===== config.mk =====
export PLATFORM = sky130hd
export DESIGN_NAME = aes_round_sched_flat
export DESIGN_NICKNAME = d
export VERILOG_FILES = /design/src/rtl/aes_pkg.sv /design/src/rtl/aes_round_sched_if.sv /design/src/rtl/aes_round_ctr.sv /design/src/rtl/aes_round_sched.sv /design/src/flat_wrapper.sv
export SDC_FILE = /design/constraint.sdc
export NUM_CORES = 1
export LEC_CHECK = 0
export CORE_ASPECT_RATIO = 1.75
export CORE_MARGIN = 2
export CORE_UTILIZATION = 40
export CTS_CLUSTER_SIZE = 16
export DETAILED_ROUTE_END_ITERATION = 7
export GPL_TIMING_DRIVEN = 0
export PLACE_DENSITY = 0.76
export SLEW_MARGIN = 20
export SYNTH_ARGS = -nofsm -noshare
export SYNTH_HDL_FRONTEND = slang
export SYNTH_SLANG_ARGS = --single-unit

===== constraint.sdc =====
create_clock -name i_Clk -period 3 [get_ports i_Clk]
set_input_delay 0.6 -clock i_Clk [delete_from_list [all_inputs] [get_ports i_Clk]]
set_output_delay 0.6 -clock i_Clk [all_outputs]
set_load 0.02 [all_outputs]

===== src/rtl/aes_pkg.sv =====
// Shared definitions for the AES round scheduler: round count, key-index width
// and the controller state encoding.
package aes_pkg;

  localparam int NUM_ROUNDS = 10;
  localparam int KEY_IDX_W  = 4;

  typedef logic [2:0] state_t;

  localparam logic [2:0] ST_IDLE  = 3'd0;
  localparam logic [2:0] ST_KEXP  = 3'd1;
  localparam logic [2:0] ST_LOAD  = 3'd2;
  localparam logic [2:0] ST_ROUND = 3'd3;
  localparam logic [2:0] ST_DONE  = 3'd4;

endpackage


===== src/rtl/aes_round_sched_if.sv =====
// Control bundle between the round scheduler (slave) and its user / datapath (master).
// Handshake: i_fStart is a request taken only while o_fBusy is low (IDLE); it is
// not queued. o_fDone / o_fErr are single-cycle completion pulses, no ready back-pressure.
interface aes_round_sched_if;
  import aes_pkg::*;

  logic                 i_fStart;
  logic                 i_fEnc;
  logic                 i_fNewKey;
  logic                 i_fKexpDone;
  logic                 o_fKexpStart;
  logic                 o_fLoad;
  logic                 o_fRoundEn;
  logic [KEY_IDX_W-1:0] o_RoundIdx;
  logic [KEY_IDX_W-1:0] o_KeySel;
  logic                 o_fFinal;
  logic                 o_fBusy;
  logic                 o_fDone;
  logic                 o_fErr;

  modport master (
    output i_fStart, i_fEnc, i_fNewKey, i_fKexpDone,
    input  o_fKexpStart, o_fLoad, o_fRoundEn, o_RoundIdx, o_KeySel,
           o_fFinal, o_fBusy, o_fDone, o_fErr
  );

  modport slave (
    input  i_fStart, i_fEnc, i_fNewKey, i_fKexpDone,
    output o_fKexpStart, o_fLoad, o_fRoundEn, o_RoundIdx, o_KeySel,
           o_fFinal, o_fBusy, o_fDone, o_fErr
  );

endinterface


===== src/rtl/aes_round_ctr.sv =====
// Round counter: load to 1, increment, clear; tc flags the last round.
module aes_round_ctr #(
  parameter int W   = 4,
  parameter int MAX = 10
) (
  input  logic         clk,
  input  logic         rst,
  input  logic         load,
  input  logic         inc,
  input  logic         clr,
  output logic [W-1:0] count,
  output logic         tc
);

  always_ff @(posedge clk) begin
    if (rst || clr) begin
      count <= '0;
    end else if (load) begin
      count <= W'(1);
    end else if (inc) begin
      count <= count + W'(1);
    end
  end

  assign tc = (count == W'(MAX));

endmodule


===== src/rtl/aes_round_sched.sv =====
// AES block controller: optional key expansion, initial key add, NUM_ROUNDS rounds,
// done pulse. All outputs are decoded from registered state only.
module aes_round_sched
  import aes_pkg::*;
#(
  parameter int NUM_ROUNDS   = aes_pkg::NUM_ROUNDS,
  parameter int KEXP_TIMEOUT = 63
) (
  input  logic                    i_Clk,
  input  logic                    i_Rst,
  aes_round_sched_if.slave        bus,
  output state_t                  fsm_state
);

  localparam int TW = (KEXP_TIMEOUT < 2) ? 1 : $clog2(KEXP_TIMEOUT + 1);

  state_t               state;
  logic                 key_valid;
  logic                 enc_q;
  logic [TW-1:0]        tmo_cnt;
  logic [KEY_IDX_W-1:0] round_cnt;
  logic                 round_tc;
  logic                 tmo_hit;

  assign fsm_state = state;
  assign tmo_hit   = (tmo_cnt == TW'(KEXP_TIMEOUT));

  aes_round_ctr #(
    .W   (KEY_IDX_W),
    .MAX (NUM_ROUNDS)
  ) u_round_ctr (
    .clk   (i_Clk),
    .rst   (i_Rst),
    .load  (state == ST_LOAD),
    .inc   ((state == ST_ROUND) && !round_tc),
    .clr   ((state == ST_ROUND) && round_tc),
    .count (round_cnt),
    .tc    (round_tc)
  );

  always_ff @(posedge i_Clk) begin
    if (i_Rst) begin
      state     <= ST_IDLE;
      key_valid <= 1'b0;
      enc_q     <= 1'b0;
      tmo_cnt   <= '0;
    end else begin
      case (state)
        ST_IDLE: begin
          if (bus.i_fStart) begin
            enc_q   <= bus.i_fEnc;
            tmo_cnt <= '0;
            state   <= (bus.i_fNewKey || !key_valid) ? ST_KEXP : ST_LOAD;
          end
        end
        ST_KEXP: begin
          // Timeout wins over a done seen in the same cycle: the error pulse is already out.
          if (tmo_hit) begin
            state     <= ST_IDLE;
            key_valid <= 1'b0;
            tmo_cnt   <= '0;
          end else if (bus.i_fKexpDone) begin
            state     <= ST_LOAD;
            key_valid <= 1'b1;
            tmo_cnt   <= '0;
          end else begin
            tmo_cnt <= tmo_cnt + TW'(1);
          end
        end
        ST_LOAD:  state <= ST_ROUND;
        ST_ROUND: if (round_tc) state <= ST_DONE;
        ST_DONE:  state <= ST_IDLE;
        default:  state <= ST_IDLE;
      endcase
    end
  end

  always_comb begin
    bus.o_fKexpStart = 1'b0;
    bus.o_fLoad      = 1'b0;
    bus.o_fRoundEn   = 1'b0;
    bus.o_RoundIdx   = '0;
    bus.o_KeySel     = '0;
    bus.o_fFinal     = 1'b0;
    bus.o_fBusy      = (state != ST_IDLE);
    bus.o_fDone      = (state == ST_DONE);
    bus.o_fErr       = 1'b0;
    case (state)
      ST_KEXP: begin
        bus.o_fKexpStart = (tmo_cnt == '0);
        bus.o_fErr       = tmo_hit;
      end
      ST_LOAD: begin
        bus.o_fLoad  = 1'b1;
        bus.o_KeySel = enc_q ? '0 : KEY_IDX_W'(NUM_ROUNDS);
      end
      ST_ROUND: begin
        bus.o_fRoundEn = 1'b1;
        bus.o_RoundIdx = round_cnt;
        bus.o_KeySel   = enc_q ? round_cnt : (KEY_IDX_W'(NUM_ROUNDS) - round_cnt);
        bus.o_fFinal   = round_tc;
      end
      default: ;
    endcase
  end

endmodule


===== src/flat_wrapper.sv =====
// flat-port wrapper written by rule: the top's interface ports become plain ports
module aes_round_sched_flat import aes_pkg::*;
#(
  parameter int NUM_ROUNDS   = aes_pkg::NUM_ROUNDS,
  parameter int KEXP_TIMEOUT = 63
)
  (i_Clk, i_Rst, fsm_state, bus_i_fStart, bus_i_fEnc, bus_i_fNewKey, bus_i_fKexpDone, bus_o_fKexpStart, bus_o_fLoad, bus_o_fRoundEn, bus_o_RoundIdx, bus_o_KeySel, bus_o_fFinal, bus_o_fBusy, bus_o_fDone, bus_o_fErr);
  aes_round_sched_if bus_i ();
  input  logic i_Clk;
  input  logic i_Rst;
  output state_t fsm_state;
  input wire logic [$bits(bus_i.i_fStart)-1:0] bus_i_fStart;
  input wire logic [$bits(bus_i.i_fEnc)-1:0] bus_i_fEnc;
  input wire logic [$bits(bus_i.i_fNewKey)-1:0] bus_i_fNewKey;
  input wire logic [$bits(bus_i.i_fKexpDone)-1:0] bus_i_fKexpDone;
  output wire logic [$bits(bus_i.o_fKexpStart)-1:0] bus_o_fKexpStart;
  output wire logic [$bits(bus_i.o_fLoad)-1:0] bus_o_fLoad;
  output wire logic [$bits(bus_i.o_fRoundEn)-1:0] bus_o_fRoundEn;
  output wire logic [$bits(bus_i.o_RoundIdx)-1:0] bus_o_RoundIdx;
  output wire logic [$bits(bus_i.o_KeySel)-1:0] bus_o_KeySel;
  output wire logic [$bits(bus_i.o_fFinal)-1:0] bus_o_fFinal;
  output wire logic [$bits(bus_i.o_fBusy)-1:0] bus_o_fBusy;
  output wire logic [$bits(bus_i.o_fDone)-1:0] bus_o_fDone;
  output wire logic [$bits(bus_i.o_fErr)-1:0] bus_o_fErr;
  assign bus_i.i_fStart = bus_i_fStart;
  assign bus_i.i_fEnc = bus_i_fEnc;
  assign bus_i.i_fNewKey = bus_i_fNewKey;
  assign bus_i.i_fKexpDone = bus_i_fKexpDone;
  assign bus_o_fKexpStart = bus_i.o_fKexpStart;
  assign bus_o_fLoad = bus_i.o_fLoad;
  assign bus_o_fRoundEn = bus_i.o_fRoundEn;
  assign bus_o_RoundIdx = bus_i.o_RoundIdx;
  assign bus_o_KeySel = bus_i.o_KeySel;
  assign bus_o_fFinal = bus_i.o_fFinal;
  assign bus_o_fBusy = bus_i.o_fBusy;
  assign bus_o_fDone = bus_i.o_fDone;
  assign bus_o_fErr = bus_i.o_fErr;
  aes_round_sched #(.NUM_ROUNDS(NUM_ROUNDS), .KEXP_TIMEOUT(KEXP_TIMEOUT)) u_core (.i_Clk(i_Clk), .i_Rst(i_Rst), .bus(bus_i), .fsm_state(fsm_state));
endmodule

After elaboration in Yosys (flattened, before gate mapping)
Cells that the tools add are included.
{"block": "op_classes", "n_addsub": 3, "n_eq_ne": 9, "n_mux": 23, "reduce_logical": 17}
{"op": "$mux 6", "count": 3}
{"op": "$mux 3", "count": 4}
{"op": "$mux 4", "count": 3}
{"op": "$pmux 3 s4", "count": 1}
{"op": "$pmux 6 s2", "count": 1}
{"op": "$mux 1", "count": 9}
{"op": "$pmux 4 s2", "count": 1}
{"op": "$add 6x1->6 const B", "count": 1}
{"op": "$eq 3x2->1 const B", "count": 2}
{"op": "$eq 6x6->1 const B", "count": 1}
{"op": "$logic_not 6->1", "count": 1}
{"op": "$reduce_and 2->1", "count": 3}
{"op": "$reduce_bool 2->1", "count": 3}
{"op": "$add 4x1->4 const B", "count": 1}
{"op": "$eq 4x4->1 const B", "count": 1}
{"op": "$sub 4x4->4 const A", "count": 1}
{"op": "$eq 3x1->1 const B", "count": 1}
{"op": "$eq 3x3->1 const B", "count": 1}
{"op": "$logic_not 3->1", "count": 1}
{"op": "$ne 3x2->1 const B", "count": 1}
{"op": "$reduce_and 3->1", "count": 1}
{"op": "$reduce_bool 3->1", "count": 1}
{"op": "$logic_and 1x1->1", "count": 2}
{"op": "$logic_not 1->1", "count": 2}
{"op": "other kinds (5)", "count": 6}
{"block": "word_totals", "regBits": 15, "in_bits": 6, "out_inout_bits": 18, "wordCells": 58}

Depth between registers and ports, before layout
{"block": "logic_depth", "depth_word": 5, "depth_mapped": 7, "ltp_nobuf": 6}

Hierarchy
From an unflattened synthesis, not the netlist that was laid out.
{"block": "hier_totals", "hier_cells": 117, "hier_area_um2": 943.4}
{"mod": "aes_round_sched", "instances": 1, "cells_per_inst": 96, "area_each_um2": 723.2, "seq_area_each_um2": 220.2}
{"mod": "aes_round_ctr", "instances": 1, "cells_per_inst": 21, "area_each_um2": 220.2, "seq_area_each_um2": 80.1}

Worst setup path after synthesis
No wires, ideal clock.
{"block": "synth_timing", "path_kind": "register to output", "from": "register u_core.state[1], in the netlist u_core.fsm_state[1]", "to": "output port bus_o_KeySel[3]", "arrival_time_ns": 1.924, "required_ns": 2.400, "setup_slack_ns": 0.476, "stages_incl_launch_ff": 4, "n_path_buf": 0, "cell_sequence": "dfxtp_1 -> nor3b_1 -> nor2_1 -> o21ai_0"}
{"block": "synth_via", "elab_chain_cells": 2, "word_cells_on_any_way": 3, "cone_classes": "2 x eq/ne; 1 x mux"}
{"item": "start: declaration", "line_no": "aes_round_sched.sv:17", "text": "state_t state;"}
{"item": "start signal: assignment", "line_no": "aes_round_sched.sv:53", "text": "state <= (bus.i_fNewKey || !key_valid) ? ST_KEXP : ST_LOAD;"}
{"item": "$eq 3x2->1", "line_no": "aes_round_sched.sv:88", "text": "case (state)"}
{"item": "$pmux 4 s2 (*)", "line_no": "aes_round_sched.sv:88"}
{"item": "end: declaration", "line_no": "flat_wrapper.sv:20", "text": "output wire logic [$bits(bus_i.o_KeySel)-1:0] bus_o_KeySel;"}
Mark *: on every way between the ends. The rest lies on a longest branch, timed or not.

Final worst setup path
{"block": "layout_timing", "from": "register u_core.state[0], in the netlist u_core.fsm_state[0]", "to": "output port bus_o_KeySel[1]"}
The elaborated chain is that of the path after synthesis.

==> impl_metrics.ini <==
[setup_path]
crit_end = bus_o_KeySel[1]
criticalPathCategory = flip-flop to output port
endpoint_kind = output port
r2r_slack_ps = 1560
cp_max_fo = 10
arrival_ps = 2160
reg2reg_depth = 4
critPathLaunch = u_core.fsm_state[0]
start_kind = flip-flop
cp.required_ps = 2400
timing.rr.end = u_core.u_round_ctr.count[2]
r2r-start = u_core.fsm_state[0]

[timing]
slew_headroom_pct = 58.51
rsz0062_at_grt = false
max_slew.worst_pin.slew_ps = 621.0
whs_ps = 551.0
finalHoldViolCount = 0
fin_crit_sh_pct = 91.98
timing.fmax_mhz = 362.4
fin_skew_ps = 5.064
min_period_ps = 2759
setup_viol = 0
finalSetupTns_ps = 0
fin_ws_ps = 240.7
finalMaxSlewViolations = 0

[synth]
syn_area_per_cell_sq_um = 8.285
synthesis.nets = 121
synth_edf_count = 0
synth_flop_cell = dfxtp_1
synth_top_area_share_pct = 32.65
ys_ff_latch = 15
synthCells = 111
synth_area_leaders = dfxtp_1 (33%), nor2_1 (5.7%), ha_1 (5.4%)
ys_seq_area_share_pct = 32.65
synth_cell_types = 37
synth_warnings = 0
syn_area_sq_um = 919.6
ys_async_sr_fraction_pct = 0
yosysTopAreaCell = dfxtp_1

[global_routing]
track_usage_pct = 19.74
overflow = 0
grt_first_pass_wirelength_um = 3739
grt_pass1_vias = 881
antenna_found_initial = 0
grt_max_degree = 11

[layout]
num_antenna_cells = 0
layout-drive-gt1-share_pct = 11.43
final_core_util_pct = 55.18
syn_to_final_growth_pct = 34.69
num-nets-final = 151
fillCellCount = 214

[die]
fp-row-count = 23
core_sq_mm = 0.002245
die_h_um = 67.43
ios = 24
start_util_pct = 40.97
die_w_um = 40.25
die_area_sq_mm = 0.002714

[placed_design]
port_buffers = 22
place_hpwl_um = 1692
gp_congestion = 0.7254
dp_slack_ps = 384.3

[power_and_ir_drop]
power_leakage_nw = 0.4797
power-per-cell-area_mw_per_mm2 = 539.8
peakVddDrop_mv = 0.3336

[worst_hold_path]
hp-class = flip-flop to flip-flop

[route]
drc = 0
dr.first_iter.drc_count = 29
viasPerCell = 5.461
wl_per_cell_um = 13.39
drtPass1Iterations = 4
ant_nets = 0
dr_total_vias = 901
wirelength_um = 2209

[clock_network]
worstSkewPairLatency_ps = 250
cts_tree = built
clock_sinks = 15
ctsHoldBuffers = 0
cts.path.max_buffers = 2
clockRootBuffer = clkbuf_8
path_clk_slew_ps = 60
cts_buffers = 3
h-tree-depth = 1

[job]
cap_violations = 0

[status]
status = finished, final reports clean
==> sequential cells by signal, summed over array words and instances (netlist names) <==
signal / cells
u_core.enc_q: 1
u_core.tmo_cnt: 6
u_core.u_round_ctr.count: 4
u_core.fsm_state: 3
u_core.key_valid: 1
==> power breakdown <==
part / switching, mW / internal [mW] / total [mW]
sequential: 0.0223 / 0.218 / 0.240
combinational: 0.137 / 0.123 / 0.260
clock: 0.0744 / 0.0943 / 0.169
==> per-stage QoR <==
stage          cell area [sq um]  std cells  power (mW)
2_1_floorplan              919.6        111      0.4048
3_3_place_gp                1171        158      0.4915
3_5_place_dp                1171        158      0.4970
4_1_cts                     1216        162      0.6612
5_1_grt                     1239        165      0.7055
6_report                    1239        165      0.6687
==> cells in the mapped netlist (2+ instances only) <==
| cell type | instances |
|---|---|
| dfxtp_1 | 15 |
| nor2_1 | 14 |
| inv_1 | 7 |
| nand2_1 | 6 |
| nor3_1 | 6 |
| o21ai_0 | 6 |
| a21oi_1 | 4 |
| a311oi_1 | 4 |
| and2_1 | 4 |
| ha_1 | 4 |
| nor3b_1 | 4 |
| xnor2_1 | 4 |
| a21o_1 | 2 |
| a2bb2oi_1 | 2 |
| buf_2 | 2 |
| buf_4 | 2 |
| mux2i_1 | 2 |
| nand3_1 | 2 |
| nand3b_1 | 2 |
| nor4_1 | 2 |
==> how the worst min path moves through the flow <==
| stage | from | end | slack [ps] | cells after the start |
|---|---|---|---|---|
| 2_1_floorplan | u_core.key_valid | u_core.key_valid | 490 | 2 |
| 3_3_place_gp | u_core.key_valid | u_core.key_valid | 530 | 2 |
| 3_5_place_dp | u_core.key_valid | u_core.key_valid | 540 | 2 |
| 4_1_cts | u_core.key_valid | u_core.key_valid | 550 | 2 |
| 5_1_grt | u_core.key_valid | u_core.key_valid | 560 | 2 |
| 6_report | u_core.key_valid | u_core.key_valid | 550 | 2 |
==> area by class of cell <==
type | instances | area [sq um] | share of cell area (%)
plain buffers | 6 | 40.04 | 3.232
clock buffers | 4 | 45.04 | 3.636
inverters | 7 | 26.28 | 2.121
multi-input cells | 83 | 553.0 | 44.65
flip-flops and latches | 15 | 300.3 | 24.24
well taps | 25 | 31.28 | 2.525
repair buffers | 25 | 242.7 | 19.60
==> placed cells by master, fill, tap and decap left out, types with 2 or more instances in the layout <==
master,Yosys,final
clkdlybuf4s50_1,0,22
a311oi_1,4,4
nand3_1,2,2
ha_1,4,4
inv_1,7,7
nor4_1,2,2
nand3b_1,2,2
mux2i_1,2,2
nor3b_1,4,4
nand2_1,6,6
nor2_1,14,14
nor3_1,6,6
a21oi_1,4,4
clkbuf_8,0,3
dfxtp_1,15,15
a2bb2oi_1,2,2
o21ai_0,6,6
a21o_1,2,2
xnor2_1,4,4
buf_4,2,5
and2_1,4,4
buf_2,2,2
==> logic make-up (layout without fill, tap and decap cells) <==
logic type	after synthesis	in the layout	synth area share, %
buffers and inverters	13	42	7.210
AOI/OAI and AO/OA	24	24	18.23
xor gates and xnor gates	5	5	4.762
muxes	2	2	2.177
DFF	15	15	32.65
and+or+nand+nor	48	48	29.52
adders and majority gates	4	4	5.442
==> critical path, cell delays in order (launching register included) <==
cell and delay (ps):
dfxtp_1 310, buf_2 170, nor3b_1 540, a21oi_1 70
o21ai_0 190, clkdlybuf4s50_1 630
==> routing by layer <==
layer	share of wire (%)	up-vias	global-route usage, %
met2	56	25	37.70
met5	0	-	0
li1	-	455	-
met3	3.4	6	1.974
met1	38	415	19.38
met4	2.3	0	9.167
==> what timing repair did <==
| action | in CTS | in global routing |
|---|---|---|
| resized for setup | 0 | 0 |
| buffers inserted | 0 | 3 |
| setup endpoints to repair | 0 | 2 |
Note: power is estimated with default switching activity, not from simulation.
==> variant, RTL diff (config.mk and constraints unchanged) <==
`KEXP_TIMEOUT` is set to 63 in 2 places; all go to 126.
--- a/src/rtl/aes_round_sched.sv
+++ b/src/rtl/aes_round_sched.sv
@@ -4,7 +4,7 @@
   import aes_pkg::*;
 #(
   parameter int NUM_ROUNDS   = aes_pkg::NUM_ROUNDS,
-  parameter int KEXP_TIMEOUT = 63
+  parameter int KEXP_TIMEOUT = 126
 ) (
   input  logic                    i_Clk,
   input  logic                    i_Rst,
--- a/src/flat_wrapper.sv
+++ b/src/flat_wrapper.sv
@@ -2,7 +2,7 @@
 module aes_round_sched_flat import aes_pkg::*;
 #(
   parameter int NUM_ROUNDS   = aes_pkg::NUM_ROUNDS,
-  parameter int KEXP_TIMEOUT = 63
+  parameter int KEXP_TIMEOUT = 126
 )
   (i_Clk, i_Rst, fsm_state, bus_i_fStart, bus_i_fEnc, bus_i_fNewKey, bus_i_fKexpDone, bus_o_fKexpStart, bus_o_fLoad, bus_o_fRoundEn, bus_o_RoundIdx, bus_o_KeySel, bus_o_fFinal, bus_o_fBusy, bus_o_fDone, bus_o_fErr);
   aes_round_sched_if bus_i ();
Function: same outputs for any inputs over 10 cycles, from zero or initial values and one cycle with i_Rst high; that may be too few to reach the edited logic, so the function may still have changed.
==> variant against the original RTL <==
Non-clock buffer count fell by 3. Utilization fell by 1.6 points. Highest routed layer unchanged. Synthesized cell count rose by 9.9%. Area after synthesis rose by 11%. Largest power group unchanged. Maximum frequency fell by 2.5%. Sequential power rose by 3%. Power fell by 2.3%. Routed wire length rose by 7.4%. Design area rose by 6.5%. Setup slack got worse by 72 ps. Sequential cell count rose by 1. Count of clock-buffer cells in the layout fell by 1. Critical endpoint is now bus_o_fKexpStart. Critical path depth did not move.
==> variant: results (changes against the original RTL) <==
mux cell area share after synthesis: 1.95% (was 2.18%)
DR WL met3: 77 µm (was 76 µm)
metal2 WL: 1390 µm (was 1240 µm)
clock-cell share of area: 3.13% (was 3.64%)
max incr delay on CP: 660 ps (was 630 ps)
M3 GR Usage: 1.53% (was 1.97%)
CP arrival: 2230 ps (was 2160 ps)
number of multi-input logic gates: 92 (was 83)
Net Sw Frac: 34.7% (was 34.9%)
post-place setup slack: 464 ps (was 384 ps)
xor and xnor area share after synthesis: 6.84% (was 4.76%)
max FFs per register: 7 (was 6)
clock power share: 23.9% (was 25.2%)
count of plain and timing-repair buffers: 28 (was 31)
Clk. pwr: 156 µW (was 169 µW)
grt met2 use: 35.4% (was 37.7%)
worst vdd ir: 0.000379 V (was 0.000334 V)
Syn Nets: 133 (was 121)
post-layout util: 53.6% (was 55.2%)
dpl cells: 170 (was 158)
nets@finish: 160 (was 151)
Static Leak: 0.000511 µW (was 0.000480 µW)
dpl hpwl: 1890 µm (was 1690 µm)
# fillers: 238 (was 214)
routed length on met1: 872 µm (was 839 µm)
clk_skew: 9.67 ps (was 5.06 ps)
# clock sinks: 16 (was 15)
overall global routing resource usage: 17.3% (was 19.7%)
Netlist cell types: 41 (was 37)
status: finished clean (unchanged)
Avg WL per Cell: 13.7 µm (was 13.4 µm)
sequential area share after synthesis: 31.3% (was 32.7%)
DR vias: 945 (was 901)
nonclk inv count: 8 (was 7)
Non-Clock Buffer Area Fraction: 19.9% (was 22.8%)
Synth Area in Compound Gates: 13.7% (was 18.2%)
share of layout cells above drive strength 1: 8.84% (was 11.4%)
relative slew slack: 72.8% (was 58.5%)
vias in the first global route: 934 (was 881)
placer congestion estimate: 0.834 (was 0.725)
diodes inserted: 0 (unchanged)
placed instance area: 1280 µm² (was 1170 µm²)
routed vias/inst: 5.46 (about the same)
average size of a mapped cell: 8.40 µm² (was 8.28 µm²)
core area: 2460 µm² (was 2240 µm²)
adder-cell share of the synthesized area: 6.11% (was 5.44%)
Worst-Skew Late Latency: 250 ps (about the same)
fraction of area in registers: 24.3% (was 24.2%)
leading post-synthesis cells by cell area: dfxtp_1 (31%), nor2_1 (6.6%), ha_1 (6.1%), xnor2_1 (6.0%), nor4_4 (4.2%) (was dfxtp_1 (33%), nor2_1 (5.7%), ha_1 (5.4%), a311oi_1 (3.8%), xnor2_1 (3.8%))
GRT met1 Usage: 17.3% (was 19.4%)
Flop+latch power: 247 µW (was 240 µW)
global-route wire length before repair: 4090 µm (was 3740 µm)
## variant: path summary, 6_finish.rpt
| check | depth (start not counted) | start | slack (ps) | endpoint |
|---|---|---|---|---|
| worst max-delay path | 5 | u_core.fsm_state[0]$_SDFFE_PP0P_ | 170 | bus_o_fKexpStart |
| worst min-delay path | 2 | u_core.tmo_cnt[5]$_SDFFE_PP0P_ | 550 | u_core.tmo_cnt[5]$_SDFFE_PP0P_ |
| worst max register to register | 6 | u_core.u_round_ctr.count[0]$_SDFFE_PP0P_ | 1370 | u_core.u_round_ctr.count[2]$_SDFFE_PP0P_ |
| worst min register to register | 2 | u_core.tmo_cnt[5]$_SDFFE_PP0P_ | 550 | u_core.tmo_cnt[5]$_SDFFE_PP0P_ |
## variant: kinds of logic after synthesis
family                     count (synthesis)
muxes                                      2
and+or+nand+nor                           57
DFF                                       16
adders and majority gates                  5
xor gates and xnor gates                   8
buffers and inverters                     14
AOI/OAI and AO/OA                         20
